--- src/rtl/serial_shifter_param.sv ---
// Parallel-to-serial converter with a one-word holding buffer, bit-rate enable
// and word/frame boundary markers for FFT sample streaming.
module serial_shifter_param #(
   parameter int DATA_W    = 16,
   parameter int LSB_FIRST = 0
) (
   input  logic              clk,
   input  logic              rst,
   input  logic              bit_en,
   input  logic              in_valid,
   output logic              in_ready,
   input  logic [DATA_W-1:0] in_data,
   input  logic              in_last,
   output logic              ser_out,
   output logic              ser_valid,
   output logic              ser_sow,
   output logic              ser_eow,
   output logic              ser_eof,
   output logic              busy
);

   localparam int CW = (DATA_W > 1) ? $clog2(DATA_W) : 1;
   localparam logic [CW-1:0] LAST_IDX = CW'(DATA_W - 1);

   logic [DATA_W-1:0] r_sh;
   logic [CW-1:0]     r_cnt;
   logic              r_active;
   logic              r_last;
   logic [DATA_W-1:0] r_hold;
   logic              r_hold_last;
   logic              r_hold_v;

   logic w_accept;
   logic w_word_end;
   logic w_load_slot;
   logic w_bit;

   assign w_accept    = in_valid && !r_hold_v;
   assign w_word_end  = r_active && (r_cnt == LAST_IDX);
   assign w_load_slot = !r_active || w_word_end;
   assign w_bit       = (LSB_FIRST != 0) ? r_sh[0] : r_sh[DATA_W-1];

   assign in_ready  = !r_hold_v;
   assign ser_out   = r_active ? w_bit : 1'b0;
   assign ser_valid = r_active;
   assign ser_sow   = r_active && (r_cnt == '0);
   assign ser_eow   = w_word_end;
   assign ser_eof   = w_word_end && r_last;
   assign busy      = r_active || r_hold_v;

   // Drain and fill of the holding buffer are mutually exclusive: an accept
   // is only possible while the buffer is empty.
   always_ff @(posedge clk or posedge rst) begin
      if (rst) begin
         r_sh        <= '0;
         r_cnt       <= '0;
         r_active    <= 1'b0;
         r_last      <= 1'b0;
         r_hold      <= '0;
         r_hold_last <= 1'b0;
         r_hold_v    <= 1'b0;
      end else begin
         if (bit_en) begin
            if (w_load_slot && r_hold_v) begin
               r_sh     <= r_hold;
               r_last   <= r_hold_last;
               r_cnt    <= '0;
               r_active <= 1'b1;
               r_hold_v <= 1'b0;
            end else if (w_load_slot && w_accept) begin
               r_sh     <= in_data;
               r_last   <= in_last;
               r_cnt    <= '0;
               r_active <= 1'b1;
            end else if (w_load_slot) begin
               r_active <= 1'b0;
               r_cnt    <= '0;
            end else begin
               if (LSB_FIRST != 0) r_sh <= {1'b0, r_sh[DATA_W-1:1]};
               else                r_sh <= {r_sh[DATA_W-2:0], 1'b0};
               r_cnt <= r_cnt + 1'b1;
            end
         end
         if (w_accept && !(bit_en && w_load_slot)) begin
            r_hold      <= in_data;
            r_hold_last <= in_last;
            r_hold_v    <= 1'b1;
         end
      end
   end

endmodule
--- config.mk ---
export PLATFORM = sky130hd
export DESIGN_NAME = serial_shifter_param
export DESIGN_NICKNAME = d
export VERILOG_FILES = /design/src/rtl/serial_shifter_param.sv
export SDC_FILE = /design/constraint.sdc
export NUM_CORES = 1
export LEC_CHECK = 0
export ABC_AREA = 1
export BUFFER_PORTS_ARGS = -buffer_cell sky130_fd_sc_hd__clkbuf_2
export CAP_MARGIN = 20
export CORE_MARGIN = 4
export CORE_UTILIZATION = 54
export DETAILED_ROUTE_END_ITERATION = 7
export PLACE_DENSITY = 0.75
export SLEW_MARGIN = 20
export SYNTH_ARGS = -nofsm -noshare
export SYNTH_HDL_FRONTEND = slang
export SYNTH_SLANG_ARGS = --single-unit
--- constraint.sdc ---
create_clock -name clk -period 1.55 [get_ports clk]
set_input_delay 0.31 -clock clk [delete_from_list [all_inputs] [get_ports clk]]
set_output_delay 0.31 -clock clk [all_outputs]
set_load 0.1 [all_outputs]
Word-level counts from Yosys, hierarchy flattened
Index checks and enable logic that the tools add are counted.

$add $sub $neg: 1. Eq/ne operators: 2. Multiplexer cells: 15. Reductions and logical operators: 22.

Operator list (count): two-way mux 16 bit (3); two-way mux 4 bit (3); two-way mux 1 bit (9); logical AND 1 bit (8); AND reduction 2 bit (4); nonzero test 2 bit (3); adder 4 x 1 -> 4 bit, second input constant (1); equality test 4 bit, second input constant (1); logical NOT 4 bit (1); logical NOT 1 bit (3); != test 3 x 1 -> 1 bit, second input constant (1); nonzero test 3 bit (1); logical OR 1 bit (2).

Register bits after elaboration: 40. Bits of input ports: 21. Output and inout bits: 7. Word-level logic and storage cells: 47.

Depth between registers and ports, before layout
Gate-level depths: netlist of run 1.

Depth after elaboration: 8. Mapped depth: 9. Depth with buffers taken out: 8.

Least setup slack after synthesis of run 1
Ideal clock, no wire load.

Kind: flip-flop to output port. Start: reg r_active (netlist: ser_valid). End: out ser_eof. Data arrival time: 3.340 ns. Required time: 1.240 ns. Slack: -2.100 ns. Stages on the path, launching flop included: 3. Buffers on the path: 0. Cell sequence: dfrtp_1 > inv_1 > nor3_1.

Word-level cells in the longest chain between the ends: 2.

RTL lines: start: declaration (RTL line 27) `logic r_active;`; start signal: assignment (RTL line 57) `r_active <= 1'b0;`; start signal: assignment (RTL line 68) `r_active <= 1'b1;`; start signal: assignment (RTL line 74) `r_active <= 1'b1;`; logical AND 1 bit (RTL line 39) `assign w_word_end = r_active && (r_cnt == LAST_IDX);`; logical AND 1 bit (RTL line 48) `assign ser_eof = w_word_end && r_last;`; end: declaration (RTL line 18) `output logic ser_eof,`.

No other way between the ends.

Worst setup path after layout of run 1
Start: reg r_cnt[0]. End: out ser_sow.

Word-level cells in the longest chain between the ends: 2.

RTL lines: start: declaration (RTL line 26) `logic [CW-1:0] r_cnt;`; start signal: assignment (RTL line 81) `r_cnt <= r_cnt + 1'b1;`; logical NOT 4 bit (RTL line 46) `assign ser_sow = r_active && (r_cnt == '0);`; logical AND 1 bit (RTL line 46); end: declaration (RTL line 16) `output logic ser_sow,`.

No other way between the ends.

==> impl_metrics.ini, run 1 <==
[run_status]
status = complete, but fails checks
failed_checks = negative setup slack

[global_route]
grt_pass1_vias = 1939
grt_pass1_wl_um = 8850
track_usage_pct = 21.8
grt_max_degree = 41
grt_overflow = 0
antenna_found_initial = 0

[routing]
vias = 2119
drc_errors = 0
ant_nets = 0
wl_per_cell_um = 16.1
drtIter0Drc = 170
avgViaCountPerCell = 5.39
routed_wl_um = 6310
firstDrtPassIters = 4

[floorplanning]
fp.coreArea_sq_um = 4030
rows = 23
die_w_um = 72.6
die_area_sq_um = 5270
die_y_um = 72.6
start_util_pct = 55.9
io_pins = 28

[place]
portBuffers = 27
dp_hpwl_um = 3220
dpl.cell_count = 367
gp_congestion = 0.777

[clocking]
clk_latency_ns = 0.29
cts_buffer_depth = 2
htreeDepth = 2
ctsRootBufferMaster = clkbuf_8
holdBufCountCts = 0
cts_buffers = 5
cts_tree = built
clock-sinks = 40
clk_pin_slew_ns = 0.07

[yosys]
async_flop_share_pct = 100
ys_top_cells_by_count = nand2_1 (88), nand3_1 (47), inv_1 (45)
yosys_register_bits = 40
yosysSeqAreaShare_pct = 44.4
syn_nets = 316
synth.most_common_cell = nand2_1
yosysWarnings = 0
synth_area_sq_um = 2250
netlist.area_leader.share_pct = 44.4
ys_types = 25
ys_top_cells_by_area = dfrtp_1 (44%), nand2_1 (15%), nand3_1 (10%)
synth_cells = 293
avgSynthCellArea_sq_um = 7.69
synth_ff_type = dfrtp_1
synth.largest_area_cell = dfrtp_1
synth_edf_count = 0

[critical_path]
cp_data_required_time_ns = 1.24
worst-setup-path-type = register to primary output
crit_fanout = 2
cp-start-kind = register
cp.arrival_ns = 1.42
cp-end-kind = primary output

[min_path]
min_path_type = input port to asynchronous set/reset pin

[sta]
layout_setup_ws_ns = -0.183
rsz0062_at_grt = true
min_period_over_period_pct = 112
tightest_slew_ns = 0.460
finalMaxSlewViolations = 0
max_freq_mhz = 577
fin_setup_tns_ns = -2.51
report.final.setup_viol = 35
finClkSkew_ns = 0.00297
period_minus_slack_ns = 1.73
hold_viol = 0
slew_headroom_pct = 69.3

[pwr]
power_w = 0.00672
leakage_nw = 1.62
powerDensity_nw_per_um2 = 2090
ir_worst_vdd_v = 0.00110

[final_layout]
fillers = 241
n_antenna_cell = 0
final_layout_size_suffix_gt1_share_pct = 40.5
fin_util_pct = 79.6
area_growth_pct = 42.3
final_cells = 393
final_nets = 366

[flow_run]
maxCapViolCount = 0
-- power by group --
part,internal (W),switching [W],total [W]
sequential,0.00155,0.000307,0.00186
clock,0.000396,0.000349,0.000745
combinational,0.00165,0.00246,0.00411
-- state kept, by name, indices dropped and copies added, names as in the netlist --
signal	cells
r_hold_v	1
ser_valid	1
r_hold	16
r_sh	16
r_cnt	4
r_last	1
r_hold_last	1
-- cell families (layout without fill, tap and decap cells) --
| kind of cell | after synthesis | after routing | synth area share, % |
|---|---|---|---|
| adders and majority gates | 2 | 2 | 1.11 |
| xor gates and xnor gates | 2 | 2 | 0.777 |
| buffers and inverters | 59 | 104 | 13.0 |
| DFF | 40 | 40 | 44.4 |
| AOI/OAI and AO/OA | 22 | 22 | 7.00 |
| and+or+nand+nor | 168 | 173 | 33.7 |
-- repair_timing --
action	in CTS	in global routing
buffers inserted	7	5
pin swaps	2	14
resized for setup	13	60
endpoints found under the setup margin	6	40
gates cloned	1	6
-- metal layers --
layer	GRT usage, %	up-vias	wire length [um]
met3	5.10	25	336
met2	36.2	76	3170
met5	0	-	0
met4	9.43	0	273
li1	-	1008	-
met1	27.2	1010	2530
-- area by class of cell --
| type | instances | area (sq um) | area share (%) |
|---|---|---|---|
| Timing Repair Buffer | 51 | 543 | 16.9 |
| Multi-Input combinational cell | 199 | 1310 | 41.0 |
| Tap cell | 50 | 62.6 | 1.95 |
| Inverter | 46 | 186 | 5.81 |
| Clock buffer | 7 | 96.3 | 3.00 |
| Sequential cell | 40 | 1000 | 31.3 |
-- path summary, 6_finish.rpt --
path / end / cells after the start / slack (ns) / start
max: ser_sow / 6 / -0.18 / r_cnt[0]
min reg2reg: r_sh[13] / 2 / 0.49 / r_sh[13]
max reg2reg: r_sh[11] / 11 / -0.15 / r_cnt[0]
min: r_sh[8] / 3 / 0.04 / rst
max in group asynchronous: ser_valid / 3 / 1.29 / rst
min in group clk: r_hold[4] / 3 / 0.28 / in_data[4]
-- cells in the final DEF, fill, tap and decap left out, drive strengths merged, types with 2 or more instances in the layout --
cell	n
nand2	99
nand3	49
inv	43
dfrtp	40
buf	30
clkbuf	28
nor2	21
a21oi	15
o21ai	4
clkinvlp	3
nor3	3
ha	2
-- per-stage QoR --
step                hold WS [ns]  instance area (sq um)  setup WS (ns)
floorplan                  0.419                   2310         -0.437
detailed placement         0.365                   2600       -0.00378
global route              0.0721                   3210         -0.224
global placement           0.361                   2600         0.0482
CTS                       0.0488                   2850         -0.180
finish                    0.0367                   3210         -0.183
-- worst max-delay path, cell delays in order (launching register included) --
cell and delay, ns:
dfrtp_1 0.39, buf_4 0.15, inv_4 0.05, ha_4 0.12, nand2_2 0.06, nor3_4 0.15, buf_12 0.20
Note: power is estimated with default switching activity, not from simulation.
==> run 2, diff against run 1 <==
--- a/config.mk
+++ b/config.mk
@@ -9,9 +9,9 @@
 export BUFFER_PORTS_ARGS = -buffer_cell sky130_fd_sc_hd__clkbuf_2
 export CAP_MARGIN = 20
 export CORE_MARGIN = 4
-export CORE_UTILIZATION = 54
+export CORE_UTILIZATION = 30
 export DETAILED_ROUTE_END_ITERATION = 7
-export PLACE_DENSITY = 0.75
+export REMOVE_ABC_BUFFERS = 1
 export SLEW_MARGIN = 20
 export SYNTH_ARGS = -nofsm -noshare
 export SYNTH_HDL_FRONTEND = slang
==> impl_metrics.ini, run 2 (synthesis gave the netlist of run 1 again) <==
[clocking]
clock-sinks = 40
clk_pin_slew_ns = 0.08
ctsRootBufferMaster = clkbuf_8
cts_buffers = 5
cts_tree = built
cts_buffer_depth = 2
clk_latency_ns = 0.29
holdBufCountCts = 0
htreeDepth = 2

[pwr]
leakage_nw = 1.66
powerDensity_nw_per_um2 = 2010
power_w = 0.00673
ir_worst_vdd_v = 0.000846

[final_layout]
seqCellArea_sq_um = 1000
multi_input_area_sq_um = 1400
fillers = 719
fin_util_pct = 45.9
area_growth_pct = 48.6
top_regs = r_hold: 16 flops, r_sh: 16 flops, r_cnt: 4 flops
final_nets = 376
n_antenna_cell = 0
layout_commonest_cell = nand2_1
final_layout_size_suffix_gt1_share_pct = 43.5
layout_common_cells = nand2_1 (68), inv_1 (40), dfrtp_1 (39), nand3_1 (36), buf_4 (22)

[routing]
firstDrtPassIters = 4
drc_errors = 0
vias = 2103
routed_wl_um = 6260
wl_per_cell_um = 13.8
ant_nets = 0
avgViaCountPerCell = 4.64
drtIter0Drc = 123

[floorplanning]
rows = 31
die_area_sq_um = 8960
start_util_pct = 30.9
die_w_um = 94.7
die_y_um = 94.7
fp.coreArea_sq_um = 7290
io_pins = 28

[sta]
slew_headroom_pct = 65.5
report.final.setup_viol = 22
finClkSkew_ns = 0.00674
hold_viol = 0
tightest_slew_ns = 0.518
max_freq_mhz = 581
rsz0062_at_grt = true
finalMaxSlewViolations = 0
period_minus_slack_ns = 1.72
min_period_over_period_pct = 111
fin_setup_tns_ns = -1.26
layout_setup_ws_ns = -0.170
holdWs_ns = 0.110

[run_status]
status = complete, but fails checks
failed_checks = negative setup slack

[flow_run]
maxCapViolCount = 0

[global_route]
grt_pass1_wl_um = 9010
met2_usage_pct = 21.1
track_usage_pct = 12.7
busiest_layer = met2
grt_max_degree = 41
antenna_found_initial = 0
grt_pass1_vias = 1888
grtUsageMet1_pct = 16.8
grt_overflow = 0
met3_usage_pct = 2.15

[place]
place_ws_ns = -0.0866
portBuffers = 27
dp_hpwl_um = 3430
gp_congestion = 0.808

[critical_path]
cp-start-kind = register
regToRegStartpoint = r_cnt[0]
cp-end-kind = primary output
endpoint = ser_sow
cp.arrival_ns = 1.41
reg2regPathDepth = 10
crit_start = r_cnt[1]
r2r-end = r_sh[15]
worst-r2r-setup-slack_ns = -0.09
worst-setup-path-type = register to primary output
cp_data_required_time_ns = 1.24
crit_fanout = 3

[min_path]
min_path_type = input port to asynchronous set/reset pin
-- run 2: changes by cell type in the layout (fill, tap and decap cells not counted), moves of 2 or more --
cell     previous run  this run
nand2_8             8        11
nand2_1            70        68
buf_12             12         9
buf_4              12        22
nand2_2            17        19
inv_2               1         3
-- run 2: how the worst min path moves through the flow --
stage                 start        to  slack [ns]  cells after the start
floorplan            bit_en  r_cnt[1]        0.42                      1
global placement    r_sh[8]   r_sh[8]        0.46                      2
detailed placement      rst  r_sh[13]        0.46                      3
CTS                     rst   r_sh[1]        0.14                      3
global route            rst  r_sh[11]        0.18                      3
finish                  rst  r_sh[13]        0.11                      3
-- run 2: layout make-up --
| class | count | area share, % |
|---|---|---|
| Clock inverter | 2 | 0.448 |
| Timing Repair Buffer | 58 | 16.2 |
| Clock buffer | 6 | 2.47 |
| Inverter | 46 | 5.42 |
| Sequential cell | 40 | 29.9 |
| Tap cell | 99 | 3.70 |
| Multi-Input combinational cell | 202 | 41.9 |
-- run 2: where the power goes --
part           internal (W)  total [W]  switching, W
clock network      0.000360   0.000738      0.000377
logic               0.00170    0.00413       0.00244
registers           0.00154    0.00186      0.000319
total               0.00360    0.00673       0.00313
-- run 2: metrics by stage --
step | instance area, sq um | instances
2_1_floorplan | 2130 | 280
3_3_place_gp | 2590 | 415
3_5_place_dp | 2590 | 415
4_1_cts | 2790 | 426
5_1_grt | 3350 | 453
6_report | 3350 | 453
-- run 2: timing repair --
| item | CTS | global route |
|---|---|---|
| cloned | 1 | 8 |
| setup endpoints to repair | 37 | 40 |
| buffers inserted | 2 | 19 |
| pin swaps | 2 | 22 |
| resized for setup | 14 | 82 |
-- run 2: critical path: stages, from the launching register on --
cell and delay (ns):
dfrtp_1 0.42, inv_2 0.11, ha_4 0.15, nand2_4 0.05, nor3_4 0.19, buf_12 0.20
-- run 2: per-layer routing --
layer,wire (um),part of all wire [%],vias up
li1,-,-,1050
met1,2620,42,1009
met2,3340,53,40
met3,240,3.8,4
met4,55,0.88,0
met5,0,0,-
==> run 3, diff against run 2 <==
==> constraint.sdc (replaced) <==
create_clock -name clk -period 2 [get_ports clk]
set_input_delay 0.4 -clock clk [delete_from_list [all_inputs] [get_ports clk]]
set_output_delay 0.4 -clock clk [all_outputs]
set_load 0.1 [all_outputs]
==> impl_metrics.ini, run 3 (synthesis gave the netlist of run 1 again) <==
[run_status]
status = complete, no violations

[critical_path]
regToRegStartpoint = r_cnt[0]
cp_slowest_stage_delay_ns = 0.38
worst-r2r-setup-slack_ns = 0.31
worst-setup-path-type = register to primary output
crit_chain = ha_1 > nand3_2 > nor3_2 > buf_12
cp-start-kind = register
r2r-end = r_hold[7]
worstSetupPathDepth = 4
critPathTopFamily = flip-flops
cp-end-kind = primary output
reg2regPathDepth = 7
critPathSlowestCell = dfrtp_1
path_buf_inv = 1
cp_data_required_time_ns = 1.60
cp.arrival_ns = 1.45
crit_fanout = 4

[clocking]
clk_pin_slew_ns = 0.08
cts_setup_buffers = 0
ctsRootBufferMaster = clkbuf_8
cts_buffer_depth = 2
clock-sinks = 40
clk_latency_ns = 0.29
cts_buffers = 5
cts_tree = built
htreeDepth = 2

[final_layout]
final_cells = 418
multi_input_area_sq_um = 970
final_layout_size_suffix_gt1_share_pct = 19.4
seqCellArea_sq_um = 1000
top_regs = r_hold: 16 flops, r_sh: 16 flops, r_cnt: 4 flops
area_growth_pct = 13.9
fillers = 807
layout_commonest_cell = nand2_1
layout_common_cells = nand2_1 (88), nand3_1 (47), inv_1 (45), dfrtp_1 (40), clkbuf_2 (22)
final_nets = 342
n_antenna_cell = 0

[place]
dp_hpwl_um = 3380
dpl.cell_count = 411
place_ws_ns = 0.315
gp_congestion = 0.776
portBuffers = 27

[floorplanning]
die_area_sq_um = 8960
die_w_um = 94.7
start_util_pct = 30.9
rows = 31
io_pins = 28
die_y_um = 94.7
fp.coreArea_sq_um = 7290

[sta]
period_minus_slack_ns = 1.85
fin_setup_tns_ns = 0
tightest_slew_ns = 0.540
hold_viol = 0
layout_setup_ws_ns = 0.150
finClkSkew_ns = 0.00684
min_period_over_period_pct = 92.5
finalMaxSlewViolations = 0
rsz0062_at_grt = false
max_freq_mhz = 540
report.final.setup_viol = 0
slew_headroom_pct = 64.2

[routing]
ant_nets = 0
vias = 1853
firstDrtPassIters = 4
avgViaCountPerCell = 4.43
drc_errors = 0
drtIter0Drc = 109
wl_per_cell_um = 11.8
routed_wl_um = 4930

[global_route]
grt_pass1_wl_um = 8570
track_usage_pct = 12.1
grt_max_degree = 41
grt_overflow = 0
antenna_found_initial = 0
grt_pass1_vias = 1808

[min_path]
min_path_type = input port to asynchronous set/reset pin

[pwr]
leakage_nw = 1.43
powerDensity_nw_per_um2 = 1540
ir_worst_vdd_v = 0.000575

[flow_run]
maxCapViolCount = 0
## run 3: cell types whose count changed in the layout (fill, tap and decap cells not counted), sizes merged
| cell | previous run | this run |
|---|---|---|
| clkbuf | 27 | 28 |
| buf | 37 | 10 |
| inv | 45 | 46 |
| clkinvlp | 3 | 0 |
| nand2 | 102 | 94 |
| clkinv | 0 | 1 |
## run 3: final cells by class
type                            count  area share [%]
Timing Repair Buffer               32            8.67
Multi-Input combinational cell    194            37.8
Sequential cell                    40            39.0
Clock buffer                        6            2.83
Tap cell                           99            4.82
Inverter                           46            6.73
Clock inverter                      1           0.195
## run 3: repair_timing
| item | 4_1_cts | 5_1_grt |
|---|---|---|
| setup endpoints to repair | 0 | 2 |
| hold buffers | 0 | 0 |
| gates resized for setup | 0 | 2 |
## run 3: worst max-delay path by stage
stage,startpoint,end,slack [ns]
after detailed placement,r_cnt[0],r_hold[7],0.31
after global routing,r_cnt[0],ser_eow,0.05
after CTS,r_cnt[0],ser_eof,0.05
final,r_cnt[0],ser_eof,0.15
after global placement,r_cnt[0],r_hold[7],0.34
after floorplan,ser_valid,ser_eof,-1.74
## run 3: report_power, final
part	switching (W)	internal, W
Clock	0.000276	0.000238
Sequential	0.000227	0.00119
Combinational	0.00137	0.000656
## run 3: worst reg2reg max path, delay by kind of cell (launching register included)
kind / cells / cell delay (ns)
adder cells (fa/ha/maj): 1 / 0.23
flip-flops: 1 / 0.41
AND/OR/NAND/NOR: 5 / 0.90
AO/OA/AOI/OAI: 1 / 0.04
## run 3: stage by stage
step                hold WS, ns  instance area (sq um)  power [W]  utilization (%)
finish                    0.215                   2570    0.00396             35.2
global route              0.260                   2570    0.00432             35.2
CTS                       0.233                   2560    0.00399             35.1
detailed placement        0.465                   2480    0.00347             34.0
global placement          0.461                   2480    0.00343             34.0
floorplan                 0.446                   2130    0.00292                -
## run 3: layer usage
layer / track usage (%) / up-vias / routed length, um
met4: 4.69 / 0 / 60
met2: 19.9 / 29 / 2330
li1: - / 951 / -
met1: 16.0 / 868 / 2390
met5: 0 / - / 0
met3: 1.83 / 5 / 149
